===== config.mk =====
export PLATFORM = sky130hd
export DESIGN_NAME = gru_seq_driver
export DESIGN_NICKNAME = d
export VERILOG_FILES = /design/src/rtl/gru_pkg.sv /design/src/rtl/gru_weight_bank.sv /design/src/rtl/gru_seq_driver.sv
export SDC_FILE = /design/constraint.sdc
export NUM_CORES = 1
export LEC_CHECK = 0
export CORE_MARGIN = 4
export CORE_UTILIZATION = 51
export CTS_CLUSTER_SIZE = 25
export DETAILED_ROUTE_END_ITERATION = 8
export GPL_TIMING_DRIVEN = 0
export HOLD_SLACK_MARGIN = 0.06
export PLACE_DENSITY = 0.85
export SETUP_SLACK_MARGIN = 0.5
export SLEW_MARGIN = 20
export SYNTH_ARGS = -nofsm -noshare
export SYNTH_HDL_FRONTEND = slang
export SYNTH_HIERARCHICAL = 1
export SYNTH_SLANG_ARGS = --single-unit

===== constraint.sdc =====
create_clock -name clk -period 4.8 [get_ports clk]
set_input_delay 1.2 -clock clk [delete_from_list [all_inputs] [get_ports clk]]
set_output_delay 1.2 -clock clk [all_outputs]
set_load 0.05 [all_outputs]

===== src/rtl/gru_pkg.sv =====
// gru_pkg: shared widths, weight-bank indices and sequencer state encoding
package gru_pkg;
    localparam int DEF_DATA_WIDTH  = 8;
    localparam int DEF_FRACT_WIDTH = 5;

    localparam logic [3:0] IDX_WZ      = 4'd0;
    localparam logic [3:0] IDX_WR      = 4'd1;
    localparam logic [3:0] IDX_WH      = 4'd2;
    localparam logic [3:0] IDX_UZ      = 4'd3;
    localparam logic [3:0] IDX_UR      = 4'd4;
    localparam logic [3:0] IDX_UH      = 4'd5;
    localparam logic [3:0] IDX_BZ      = 4'd6;
    localparam logic [3:0] IDX_BR      = 4'd7;
    localparam logic [3:0] IDX_BH      = 4'd8;
    localparam logic [3:0] NUM_WEIGHTS = 4'd9;

    typedef enum logic [1:0] {IDLE, WAIT_X, SETTLE, EMIT} state_e;
endpackage


===== src/rtl/gru_weight_bank.sv =====
// gru_weight_bank: nine weight/bias registers, writable only while the sequencer is idle
module gru_weight_bank
    import gru_pkg::*;
#(
    parameter int DATA_WIDTH = DEF_DATA_WIDTH
) (
    input  logic                  clk,
    input  logic                  rst_n,
    input  logic                  we,
    input  logic [3:0]            addr,
    input  logic [DATA_WIDTH-1:0] data,
    input  logic                  busy,
    output logic [DATA_WIDTH-1:0] w [NUM_WEIGHTS]
);
    logic [DATA_WIDTH-1:0] w_q [NUM_WEIGHTS];
    logic [DATA_WIDTH-1:0] w_d [NUM_WEIGHTS];

    always_comb begin
        w_d = w_q;
        if (we && !busy && addr < NUM_WEIGHTS) w_d[addr] = data;
    end

    always_ff @(posedge clk) begin
        if (!rst_n) w_q <= '{default: '0};
        else        w_q <= w_d;
    end

    assign w = w_q;
endmodule


===== src/rtl/gru_seq_driver.sv =====
// gru_seq_driver: steps the combinational GRU cell over an X stream, feeding h back each step
module gru_seq_driver
    import gru_pkg::*;
#(
    parameter int DATA_WIDTH  = DEF_DATA_WIDTH,
    parameter int FRACT_WIDTH = DEF_FRACT_WIDTH,
    parameter int LEN_WIDTH   = 8,
    parameter int CELL_LAT    = 2
) (
    input  logic                  clk,
    input  logic                  rst_n,
    input  logic                  cfg_we,
    input  logic [3:0]            cfg_addr,
    input  logic [DATA_WIDTH-1:0] cfg_data,
    input  logic                  start,
    input  logic [LEN_WIDTH-1:0]  seq_len,
    input  logic [DATA_WIDTH-1:0] h_init,
    output logic                  busy,
    output logic                  done,
    input  logic                  x_valid,
    output logic                  x_ready,
    input  logic [DATA_WIDTH-1:0] x_data,
    output logic                  h_valid,
    input  logic                  h_ready,
    output logic [DATA_WIDTH-1:0] h_data,
    output logic                  h_last,
    output logic [DATA_WIDTH-1:0] cell_X,
    output logic [DATA_WIDTH-1:0] cell_h_in,
    output logic [DATA_WIDTH-1:0] cell_Wz,
    output logic [DATA_WIDTH-1:0] cell_Wr,
    output logic [DATA_WIDTH-1:0] cell_Wh,
    output logic [DATA_WIDTH-1:0] cell_Uz,
    output logic [DATA_WIDTH-1:0] cell_Ur,
    output logic [DATA_WIDTH-1:0] cell_Uh,
    output logic [DATA_WIDTH-1:0] cell_bz,
    output logic [DATA_WIDTH-1:0] cell_br,
    output logic [DATA_WIDTH-1:0] cell_bh,
    input  logic [DATA_WIDTH-1:0] cell_h_out
);
    if (CELL_LAT < 1 || CELL_LAT > 15 || FRACT_WIDTH < 0 || FRACT_WIDTH >= DATA_WIDTH) begin : g_bad_params
        $error("gru_seq_driver: CELL_LAT must be 1..15 and FRACT_WIDTH below DATA_WIDTH");
    end

    localparam logic [3:0] LAT = 4'(CELL_LAT);

    state_e                state_q, state_d;
    logic [LEN_WIDTH-1:0]  len_q, len_d;
    logic [LEN_WIDTH-1:0]  step_q, step_d;
    logic [DATA_WIDTH-1:0] h_q, h_d;
    logic [DATA_WIDTH-1:0] x_q, x_d;
    logic [DATA_WIDTH-1:0] hin_q, hin_d;
    logic [3:0]            cnt_q, cnt_d;
    logic                  busy_q, busy_d;
    logic                  done_q, done_d;
    logic                  last;
    logic [DATA_WIDTH-1:0] w [NUM_WEIGHTS];

    gru_weight_bank #(.DATA_WIDTH(DATA_WIDTH)) u_bank (
        .clk  (clk),
        .rst_n(rst_n),
        .we   (cfg_we),
        .addr (cfg_addr),
        .data (cfg_data),
        .busy (busy_q),
        .w    (w)
    );

    assign last = step_q == len_q - LEN_WIDTH'(1);

    always_comb begin
        state_d = state_q;
        len_d   = len_q;
        step_d  = step_q;
        h_d     = h_q;
        x_d     = x_q;
        hin_d   = hin_q;
        cnt_d   = cnt_q;
        busy_d  = busy_q;
        done_d  = 1'b0;
        case (state_q)
            IDLE: if (start) begin
                if (seq_len == '0) begin
                    done_d = 1'b1;
                end else begin
                    len_d   = seq_len;
                    h_d     = h_init;
                    step_d  = '0;
                    busy_d  = 1'b1;
                    state_d = WAIT_X;
                end
            end
            WAIT_X: if (x_valid) begin
                x_d     = x_data;
                hin_d   = h_q;
                cnt_d   = LAT;
                state_d = SETTLE;
            end
            // the cell output is trusted only on the last settle cycle
            SETTLE: begin
                cnt_d = cnt_q - 4'd1;
                if (cnt_q == 4'd1) begin
                    h_d     = cell_h_out;
                    state_d = EMIT;
                end
            end
            EMIT: if (h_ready) begin
                if (last) begin
                    busy_d  = 1'b0;
                    done_d  = 1'b1;
                    state_d = IDLE;
                end else begin
                    step_d  = step_q + LEN_WIDTH'(1);
                    state_d = WAIT_X;
                end
            end
            default: state_d = IDLE;
        endcase
    end

    always_ff @(posedge clk) begin
        if (!rst_n) begin
            state_q <= IDLE;
            len_q   <= '0;
            step_q  <= '0;
            h_q     <= '0;
            x_q     <= '0;
            hin_q   <= '0;
            cnt_q   <= '0;
            busy_q  <= 1'b0;
            done_q  <= 1'b0;
        end else begin
            state_q <= state_d;
            len_q   <= len_d;
            step_q  <= step_d;
            h_q     <= h_d;
            x_q     <= x_d;
            hin_q   <= hin_d;
            cnt_q   <= cnt_d;
            busy_q  <= busy_d;
            done_q  <= done_d;
        end
    end

    assign busy      = busy_q;
    assign done      = done_q;
    assign x_ready   = state_q == WAIT_X;
    assign h_valid   = state_q == EMIT;
    assign h_last    = h_valid && last;
    assign h_data    = h_q;
    assign cell_X    = x_q;
    assign cell_h_in = hin_q;
    assign cell_Wz   = w[IDX_WZ];
    assign cell_Wr   = w[IDX_WR];
    assign cell_Wh   = w[IDX_WH];
    assign cell_Uz   = w[IDX_UZ];
    assign cell_Ur   = w[IDX_UR];
    assign cell_Uh   = w[IDX_UH];
    assign cell_bz   = w[IDX_BZ];
    assign cell_br   = w[IDX_BR];
    assign cell_bh   = w[IDX_BH];
endmodule


Word level (Yosys, flattened, before mapping):

Index checks and enable logic that the tools add are counted.

* flip-flop bits (word level): 120
* latch bits: 0
* bits in writable memories: 0
* bits in read-only memories: 0
* bits of input ports: 50
* output and inout bits: 101
* logic and storage cells: 86
* memories kept: 0

* add/subtract/negate cells: 3
* multipliers: 0
* div/mod/pow operators: 0
* order comparisons: 3
* eq/ne operators: 12
* shifts and indexed selects: 0
* muxes and demuxes: 31
* bitwise logic cells: 2
* reductions and logical operators: 17

Operator list (number)
* $bwmux 72: 1
* $mux 8: 8
* $demux 8 s4: 1
* $pmux 8 s2: 2
* $reduce_and 5->1: 3
* $mux 2: 5
* $ne 2x2->1 const B: 5
* $mux 1: 9
* $add 8x1->8 const B: 1
* $eq 8x8->1: 1
* $logic_not 8->1: 1
* $pmux 2 s4: 1
* $pmux 4 s2: 1
* $sub 8x1->8 const B: 1
* $reduce_bool 2->1: 3
* $ge 5x5->1 const B: 1
* $lt 5x1->1 const B: 1
* $not 4->5: 1
* $eq 2x2->1 const B: 2
* $eq 4x1->1 const B: 1
* $logic_and 1x1->1: 4
* $lt 4x4->1 const B: 1
* $mux 4: 1
* $ne 2x1->1 const B: 2
* other kinds (9): 11

Longest topological paths before layout:

Gate-level depths: netlist of run 1.

* word-level depth: 6
* gate-level depth with buffers: 9
* mapped depth without buffers: 8

By module:

Netlist of run 1, hierarchy kept.

By module, submodules not included
* gru_weight_bank: times used 1, cells an instance 250, area an instance 2656.3 µm², seq. area each 1441.4 µm²
* gru_seq_driver: times used 1, cells an instance 291, area an instance 2529.9 µm², seq. area each 960.9 µm²

Worst setup path before layout of run 1:

OpenSTA, ideal clock, no wires.

* path kind: flip-flop to output port
* start point: register len_q[0]
* end point: output port h_last
* arrival: 2.488 ns
* data required time: 3.600 ns
* path slack: 1.112 ns
* stages on the path, launching flop included: 7
* buffers on the path: 1
* cells stage by stage: dfxtp_1 -> or4_4 -> or4b_4 -> a21oi_4 -> o211ai_2 -> buf_6 -> nor2_1

* cells in the longest elaborated chain, start to end: 3

RTL lines
* start, declared: RTL line gru_seq_driver.sv:47 `logic [LEN_WIDTH-1:0] len_q, len_d;`
* start signal, assigned: RTL line gru_seq_driver.sv:133 `len_q <= len_d;`
* $sub 8x1->8: RTL line gru_seq_driver.sv:68 `assign last = step_q == len_q - LEN_WIDTH'(1);`
* $eq 8x8->1: RTL line gru_seq_driver.sv:68
* $logic_and 1x1->1: RTL line gru_seq_driver.sv:148 `assign h_last = h_valid && last;`
* end, declared: RTL line gru_seq_driver.sv:26 `output logic h_last,`

No other way between the ends.

Final worst setup path of run 1:

Same ends and word-level chain as after synthesis.

==> results of run 1 <==
report_power, final:
part / internal (mW) / switching, mW / total, mW
Combinational: 0.364 / 0.601 / 0.964
Clock: 0.698 / 0.497 / 1.20
Sequential: 1.08 / 0.0769 / 1.16
metrics by stage:
step                instances  worst slack [ns]
floorplan                 541              1.11
global placement          824             0.724
detailed placement        824             0.702
CTS                       856             0.581
global route              856             0.602
finish                    856             0.706
cell usage in the layout (no fill, tap or decap), drive strengths merged, types with 7 or more instances in the layout:
cell,n
o211a,10
ha,9
nand3,16
nand2,141
a21boi,19
clkbuf,40
nor2b,13
mux2i,89
nor2,9
dfxtp,120
o21ai,7
clkdlybuf4s50,149
inv,14
layout make-up:
class / count / area, sq um
sequential: 120 / 2400
clock buffer: 18 / 418
timing repair buffer: 150 / 1500
tap: 133 / 166
buffer: 27 / 121
clock inverter: 14 / 140
multi-input combinational: 386 / 2640
fill: 694 / 2410
inverter: 8 / 30.0
logic make-up after synthesis:
family / after synthesis / share of synthesized area, %
buf+inv: 35 / 2.92
xor+xnor: 8 / 1.35
compound gates: 67 / 10.2
fa+ha+maj: 9 / 2.17
flops: 120 / 46.3
mux: 90 / 17.4
simple gates: 212 / 19.7
worst paths after layout:
kind               startpoint          end  slack (ns)  cells past startpoint
setup / recovery     len_q[0]       h_last        0.71                      7
hold / removal    u_bank/w[4]  u_bank/w[4]        0.46                      2
setup reg to reg     len_q[0]    step_q[6]        2.38                      7
hold reg to reg   u_bank/w[4]  u_bank/w[4]        0.46                      2
worst max-delay path, delay by kind of cell (launching register included):
family,cells,cell delay [ns]
AND/OR/NAND/NOR,3,1.27
buffers and inverters,2,0.47
flip-flops,1,0.35
AO/OA/AOI/OAI,2,0.30
flip-flops by register name, summed over array words and instances, names as in the netlist:
name / count
busy: 1
u_bank/w: 72
step_q: 8
state_q: 2
cnt_q: 4
h_data: 8
cell_h_in: 8
done: 1
cell_X: 8
len_q: 8
routing by layer:
metal  wire length, microns  GRT usage (%)
met4                    386           11.5
met3                    930           6.87
met1                   5990           30.1
met2                   7740           45.8
met5                      0              0
repair_timing:
item                                   4_1_cts  5_1_grt
endpoints found under the hold margin        0        0
setup endpoints to repair                    1        1
buffers inserted                             0        0
gates resized for setup                      3        3
==> impl_metrics.json, run 1 <==
{
  "tightestPinTransition_ns": 0.812,
  "syn_nets": 600,
  "ant_nets": 0,
  "startpoint_type": "flip-flop",
  "drive_above_1_share_pct": 8.02,
  "layout.nets": 769,
  "timing.final.crit_share_pct": 85.3,
  "track_usage_pct": 26.2,
  "hpwl_microns": 10600,
  "netlist_area_sq_um": 5190,
  "setup_tns_ns": 0,
  "slowest_stage": "or4_4",
  "io_pins": 151,
  "ctsLongestPathBuffers": 2,
  "clkSinkCount": 120,
  "die_w_microns": 109,
  "synthTopCellsByCount": "nand2_1, dfxtp_1, mux2i_1, clkbuf_1, a21boi_0",
  "grt_pass1_wl_microns": 24000,
  "crit_fanout": 10,
  "power_leakage_nw": 3.12,
  "place.gp.congestion": 0.822,
  "finalPower_mw": 3.32,
  "hold_ws_ns": 0.458,
  "area_delta_synth_final_pct": 42.9,
  "antenna_cells": 0,
  "ys_warn_count": 6,
  "route.detailed.drc": 0,
  "yosysTopAreaCell": "dfxtp_1",
  "endpoint_kind": "output port",
  "drv_slew": 0,
  "firstDrtPassIters": 5,
  "netlist_instances": 541,
  "timing.fmax_mhz": 244,
  "synth.area.top_cells": "dfxtp_1, mux2i_1, nand2_1",
  "arrival_ns": 2.89,
  "hold_class": "flip-flop to flip-flop",
  "ys_ff_latch": 120,
  "synth.distinct_cells": 54,
  "die-area_sq_um": 11800,
  "peakVddDrop_uv": 314,
  "drtIter0Drc": 270,
  "avgSynthCellArea_sq_um": 9.59,
  "floorplan.initialDensity_pct": 52.8,
  "status": "completed",
  "core_sq_um": 9820,
  "netlist.area_leader.share_pct": 46.3,
  "finalHoldViolCount": 0,
  "yosysMostFrequentCell": "nand2_1",
  "yosysSeqAreaShare_pct": 46.3,
  "critPathMaxStageDelay_ns": 0.59,
  "final_area_sq_um": 7410,
  "grt_max_degree": 17,
  "path_cells": "or4_4, or4b_4, a21oi_4, o211ai_2, buf_6, nor2_1, buf_2",
  "rows": 36,
  "grt_overflow_total": 0,
  "cts-root-buf": "clkbuf_8",
  "period_needed_ns": 4.09,
  "die_h_microns": 109,
  "powerDensity_nw_per_um2": 448,
  "numCtsBuffers": 17,
  "synthArstFlopShare_pct": 0,
  "drv_cap": 0,
  "htreeDepth": 4,
  "postCtsHoldBufs": 0,
  "setup_viol_count_final": 0,
  "rsz0062_at_grt": "no",
  "antenna_found_initial": 0,
  "skew_ns": 0.00617,
  "cts_tree": "yes",
  "synth_edf_count": 0,
  "io_buffers": 150,
  "slew_headroom_pct": 45.7,
  "clock_latency_ns": 0.51,
  "routedWlPerCell_microns": 17.6,
  "first_global_vias": 4783,
  "path_class": "flip-flop to output port",
  "post_dp_cell_area_sq_um": 6850,
  "vias_per_cell": 5.38,
  "worstPathRequired_ns": 3.60,
  "clk_pin_slew_worst_paths_ns": 0.06,
  "postLayoutCoreUtil_pct": 75.5,
  "via_count": 4608,
  "wl_microns": 15000,
  "synth_flop_cell": "dfxtp_1"
}
No activity file was read; power rests on OpenSTA's default activity.
==> inputs of run 2 (changes only) <==
Settings changed: CELL_PAD_IN_SITES_DETAIL_PLACEMENT set to 1, CELL_PAD_IN_SITES_GLOBAL_PLACEMENT set to 1, CORE_UTILIZATION 51 to 38, PLACE_DENSITY 0.85 to unset, PLACE_DENSITY_LB_ADDON set to 0.1.
==> run 2 against run 1 <==
Compared with the run above:
- fmax grew 1.6%
- sequential share of layout area shrank 0.49 points
- final area grew 1.5%
- flip-flop and latch count is the same
- core utilization shrank 19 points
- critical path depth is the same
- power grew 4.2%
- via count shrank 1.6%
- clock-buffer cell count shrank 1
- clock skew shrank 0.00057 ns
==> impl_metrics.json, run 2 (synthesis gave the netlist of run 1 again) <==
{
  "p_comb_share_pct": 27.8,
  "die-area_sq_um": 15600,
  "first_global_vias": 4928,
  "die_h_microns": 125,
  "firstDrtPassIters": 4,
  "p_sw_mw": 1.15,
  "layout.nets": 769,
  "floorplan.initialDensity_pct": 39.0,
  "switching_share_pct": 33.1,
  "power_leakage_nw": 3.16,
  "grt_overflow_total": 0,
  "io_buffers": 150,
  "track_usage_pct": 20.6,
  "antenna_cells": 0,
  "numCtsBuffers": 17,
  "stdcell_count": 898,
  "powerDensity_nw_per_um2": 460,
  "antenna_found_initial": 0,
  "crit_fanout": 10,
  "status": "completed",
  "setup_viol_count_final": 0,
  "postCtsHoldBufs": 0,
  "area_delta_synth_final_pct": 45.1,
  "place.gp.congestion": 0.759,
  "timing.fmax_mhz": 248,
  "clk_pin_slew_worst_paths_ns": 0.05,
  "route.detailed.drc": 0,
  "via_count": 4532,
  "skew_ns": 0.00560,
  "finalHoldViolCount": 0,
  "worstPathRequired_ns": 3.60,
  "arrival_ns": 2.83,
  "path_class": "flip-flop to output port",
  "core_sq_um": 13300,
  "clock_latency_ns": 0.41,
  "routedWlPerCell_microns": 17.8,
  "cts-root-buf": "clkbuf_16",
  "wl_microns": 15900,
  "timing.final.crit_share_pct": 83.9,
  "grt_pass1_wl_microns": 25900,
  "drv_slew": 0,
  "drtIter0Drc": 115,
  "io_pins": 151,
  "period_needed_ns": 4.03,
  "cts_setup_buffers": 0,
  "clkSinkCount": 120,
  "peakVddDrop_uv": 286,
  "seqPwrFrac_pct": 33.5,
  "cts_tree": "yes",
  "slew_headroom_pct": 44.3,
  "ant_nets": 0,
  "grt_max_degree": 17,
  "drive_above_1_share_pct": 7.89,
  "die_w_microns": 125,
  "rows": 42,
  "tightestPinTransition_ns": 0.832,
  "hold_class": "flip-flop to flip-flop",
  "setup_tns_ns": 0,
  "vias_per_cell": 5.05,
  "htreeDepth": 4,
  "ctsLongestPathBuffers": 2,
  "p_clk_share_pct": 38.7,
  "largest_reg_flops": 72,
  "p_int_mw": 2.31,
  "startpoint_type": "flip-flop",
  "rsz0062_at_grt": "no",
  "final_cell_mix": "clkdlybuf4s50_1, nand2_1, dfxtp_1",
  "final_common_cell": "clkdlybuf4s50_1",
  "hpwl_microns": 11900,
  "endpoint_kind": "output port",
  "dp_cells": 867,
  "drv_cap": 0
}
==> run 2: routing by layer <==
| layer | vias to the layer above | track usage (%) | part of all wire [%] |
|---|---|---|---|
| met1 | 2192 | 23.5 | 42 |
| met4 | 0 | 5.61 | 1.0 |
| met2 | 109 | 35.6 | 50 |
| met3 | 14 | 8.23 | 7.1 |
| li1 | 2217 | - | - |
| met5 | - | 0 | 0 |
==> run 2: worst paths after layout <==
| kind | start | end | slack, ns | depth (start not counted) |
|---|---|---|---|---|
| max | len_q[0] | h_last | 0.77 | 7 |
| min | u_bank/w[28] | u_bank/w[28] | 0.46 | 2 |
| min reg2reg | u_bank/w[28] | u_bank/w[28] | 0.46 | 2 |
| max reg2reg | len_q[0] | step_q[5] | 2.32 | 7 |
==> run 2: metrics by stage <==
step	util [%]	hold WS [ns]	setup slack (ns)	total power [mW]	cell area, sq um
after floorplan	-	0.468	1.11	1.83	5190
after global placement	52.0	0.444	0.670	2.11	6910
after detailed placement	52.0	0.455	0.637	2.14	6910
after CTS	56.6	0.463	0.501	3.49	7530
after global routing	56.6	0.482	0.521	3.63	7520
final	56.6	0.460	0.772	3.46	7520
==> run 2: area by class of cell <==
type / instances / area, sq um
flip-flops and latches: 120 / 2400
plain buffers: 27 / 121
repair buffers: 150 / 1500
inverters: 8 / 30.0
multi-input cells: 386 / 2630
clock buffers: 17 / 425
clock inverters: 14 / 196
fillers: 1480 / 5770
well taps: 176 / 220
==> run 2: repair_timing <==
action / CTS / global route
pin swaps: 0 / 0
setup endpoints to repair: 1 / 1
resized for setup: 2 / 1
==> run 2: critical path: stages, from the launching register on <==
cell	delay, ns
dfxtp_1	0.37
or4_4	0.59
or4b_4	0.55
a21oi_4	0.16
o211ai_2	0.14
buf_6	0.18
nor2_1	0.13
clkbuf_2	0.30
==> run 2: power by group through the flow <==
stage	Clock (mW)	Sequential [mW]	Combinational [mW]
2_1_floorplan	0	1.34	0.491
3_3_place_gp	0	1.17	0.934
3_5_place_dp	0	1.18	0.964
4_1_cts	1.36	1.16	0.970
5_1_grt	1.41	1.17	1.05
6_report	1.34	1.16	0.960
==> inputs of run 3 (changes only) <==
Settings changed: CORE_UTILIZATION 38 to 32.
Clock period 4.8 ns to 3.25 ns, I/O delays scaled along.
==> run 3 against run 2 <==
Compared with the run above:
- critical endpoint unchanged
- combinational power is 52% higher
- highest routed layer unchanged
- final area is 1.3% higher
- setup slack worse by 0.84 ns
- wire length is 1.7% higher
- power is 44% higher
- hold slack hardly changed
- critical path depth is 1 higher
- clock skew hardly changed
- the flow now finishes with violations (negative setup slack)
==> impl_metrics.json, run 3 (synthesis gave the netlist of run 1 again) <==
{
  "r2r_cells": 9,
  "peakVddDrop_uv": 415,
  "io_buffers": 150,
  "stdcell_count": 946,
  "final_area_sq_um": 7620,
  "dp_cells": 907,
  "path_delay_family": "compound AO/OA/AOI/OAI gates",
  "timing.rr.start": "len_q[0]",
  "worstReg2RegEnd": "step_q[0]",
  "finalHoldViolCount": 0,
  "final_common_cell": "clkdlybuf4s50_1",
  "rows": 46,
  "drv_cap": 0,
  "layout.nets": 776,
  "firstDrtPassIters": 4,
  "fill_cells": 1804,
  "worstPathRequired_ns": 2.44,
  "min_delay_path_depth": 2,
  "skew_ns": 0.00566,
  "core_sq_um": 15900,
  "floorplan.initialDensity_pct": 32.6,
  "htreeDepth": 4,
  "cts_tree": "yes",
  "grt_overflow_total": 0,
  "timing.final.crit_share_pct": 102,
  "io_pins": 151,
  "route.detailed.drc": 0,
  "antenna_cells": 0,
  "track_usage_pct": 18.1,
  "rsz0062_at_grt": "yes",
  "period_needed_ns": 3.32,
  "first_global_vias": 4980,
  "clk_pin_slew_worst_paths_ns": 0.06,
  "holdPathEnd": "u_bank/w[12]",
  "drv_slew": 0,
  "ctsLongestPathBuffers": 2,
  "vias_per_cell": 4.83,
  "power_leakage_nw": 3.18,
  "drtIter0Drc": 115,
  "ant_nets": 0,
  "die_w_microns": 135,
  "hp-start": "u_bank/w[12]",
  "place.gp.congestion": 0.750,
  "path_class": "flip-flop to output port",
  "die_h_microns": 135,
  "violations": "negative setup slack",
  "slew_headroom_pct": 43.7,
  "grt_max_degree": 17,
  "final_cell_mix": "clkdlybuf4s50_1, nand2_1, dfxtp_1",
  "largest_reg_flops": 72,
  "clock_latency_ns": 0.42,
  "fin_ws_ns": -0.0696,
  "grt_pass1_wl_microns": 25900,
  "status": "complete, but fails checks",
  "antenna_found_initial": 0,
  "cts-root-buf": "clkbuf_16",
  "setup_viol_count_final": 1,
  "slowest_stage": "or4_4",
  "path_buf_inv": 3,
  "drive_above_1_share_pct": 9.86,
  "clkSinkCount": 120,
  "postCtsHoldBufs": 0,
  "post_dp_cell_area_sq_um": 6970,
  "wl_microns": 16200,
  "endpoint_kind": "output port",
  "powerDensity_nw_per_um2": 654,
  "hold_class": "flip-flop to flip-flop",
  "path_cells": "or4_4, buf_4, o211a_1, a311o_1, o211ai_2, buf_6, nor2_4, buf_8",
  "crit_fanout": 3,
  "arrival_ns": 2.51,
  "critPathMaxStageDelay_ns": 0.55,
  "numCtsBuffers": 17,
  "startpoint_type": "flip-flop",
  "via_count": 4566,
  "area_delta_synth_final_pct": 47.0,
  "hpwl_microns": 12100,
  "r2r_setup_slack_ns": 0.65,
  "timing.fmax_mhz": 301,
  "tightestPinTransition_ns": 0.841,
  "routedWlPerCell_microns": 17.1,
  "die-area_sq_um": 18300
}
[run 3: final cells by class]
type | instances | area [sq um] | area share (%)
multi-input combinational | 386 | 2670 | 35.0
sequential | 120 | 2410 | 31.6
timing repair buffer | 157 | 1560 | 20.4
buffer | 27 | 121 | 1.59
clock inverter | 15 | 145 | 1.90
tap | 216 | 270 | 3.55
clock buffer | 17 | 425 | 5.58
inverter | 8 | 30.0 | 0.394
[run 3: worst max-delay path by stage]
stage               depth (start not counted)  slack (ns)  startpoint     end
floorplan                                   6        0.37    len_q[0]  h_last
global placement                            7       -0.36    len_q[0]  h_last
detailed placement                          7       -0.39    len_q[0]  h_last
CTS                                         7       -0.11    len_q[0]  h_last
global route                                8       -0.16    len_q[0]  h_last
finish                                      8       -0.07    len_q[0]  h_last
[run 3: power by group]
group	internal [mW]	switching, mW	total, mW	leakage, nW
Combinational	0.555	0.909	1.46	1.94
Clock	1.07	0.744	1.81	0.270
Sequential	1.60	0.112	1.71	0.974
[run 3: layer usage]
layer / vias to the layer above / routed length [microns] / track usage [%]
met1: 2216 / 6800 / 20.4
met2: 96 / 8220 / 31.6
met5: - / 0 / 0
met4: 0 / 258 / 6.61
li1: 2236 / - / -
met3: 18 / 933 / 6.24
[run 3: timing repair]
item	in CTS	in global routing
setup buffers	6	1
endpoints found under the hold margin	0	0
resized for setup	12	5
endpoints found under the setup margin	10	9
pin swaps	6	3
[run 3: worst reg2reg max path: stages, from the launching register on]
cell	delay, ns
dfxtp_4	0.34
or4_4	0.55
buf_4	0.16
o211a_1	0.20
a311o_1	0.30
o211ai_2	0.22
buf_6	0.14
buf_4	0.17
nand3_2	0.18
o22ai_1	0.26
[run 3: stage by stage]
step	utilization, %	setup slack [ns]	total power, mW	TNS [ns]	hold slack (ns)
after detailed placement	43.9	-0.385	3.19	-0.556	0.454
after global placement	43.9	-0.356	3.12	-0.356	0.444
after CTS	47.8	-0.112	5.04	-0.112	0.464
final	48.0	-0.0696	4.99	-0.0696	0.460
after global routing	48.0	-0.159	5.27	-0.159	0.474
after floorplan	-	0.367	2.71	0	0.468
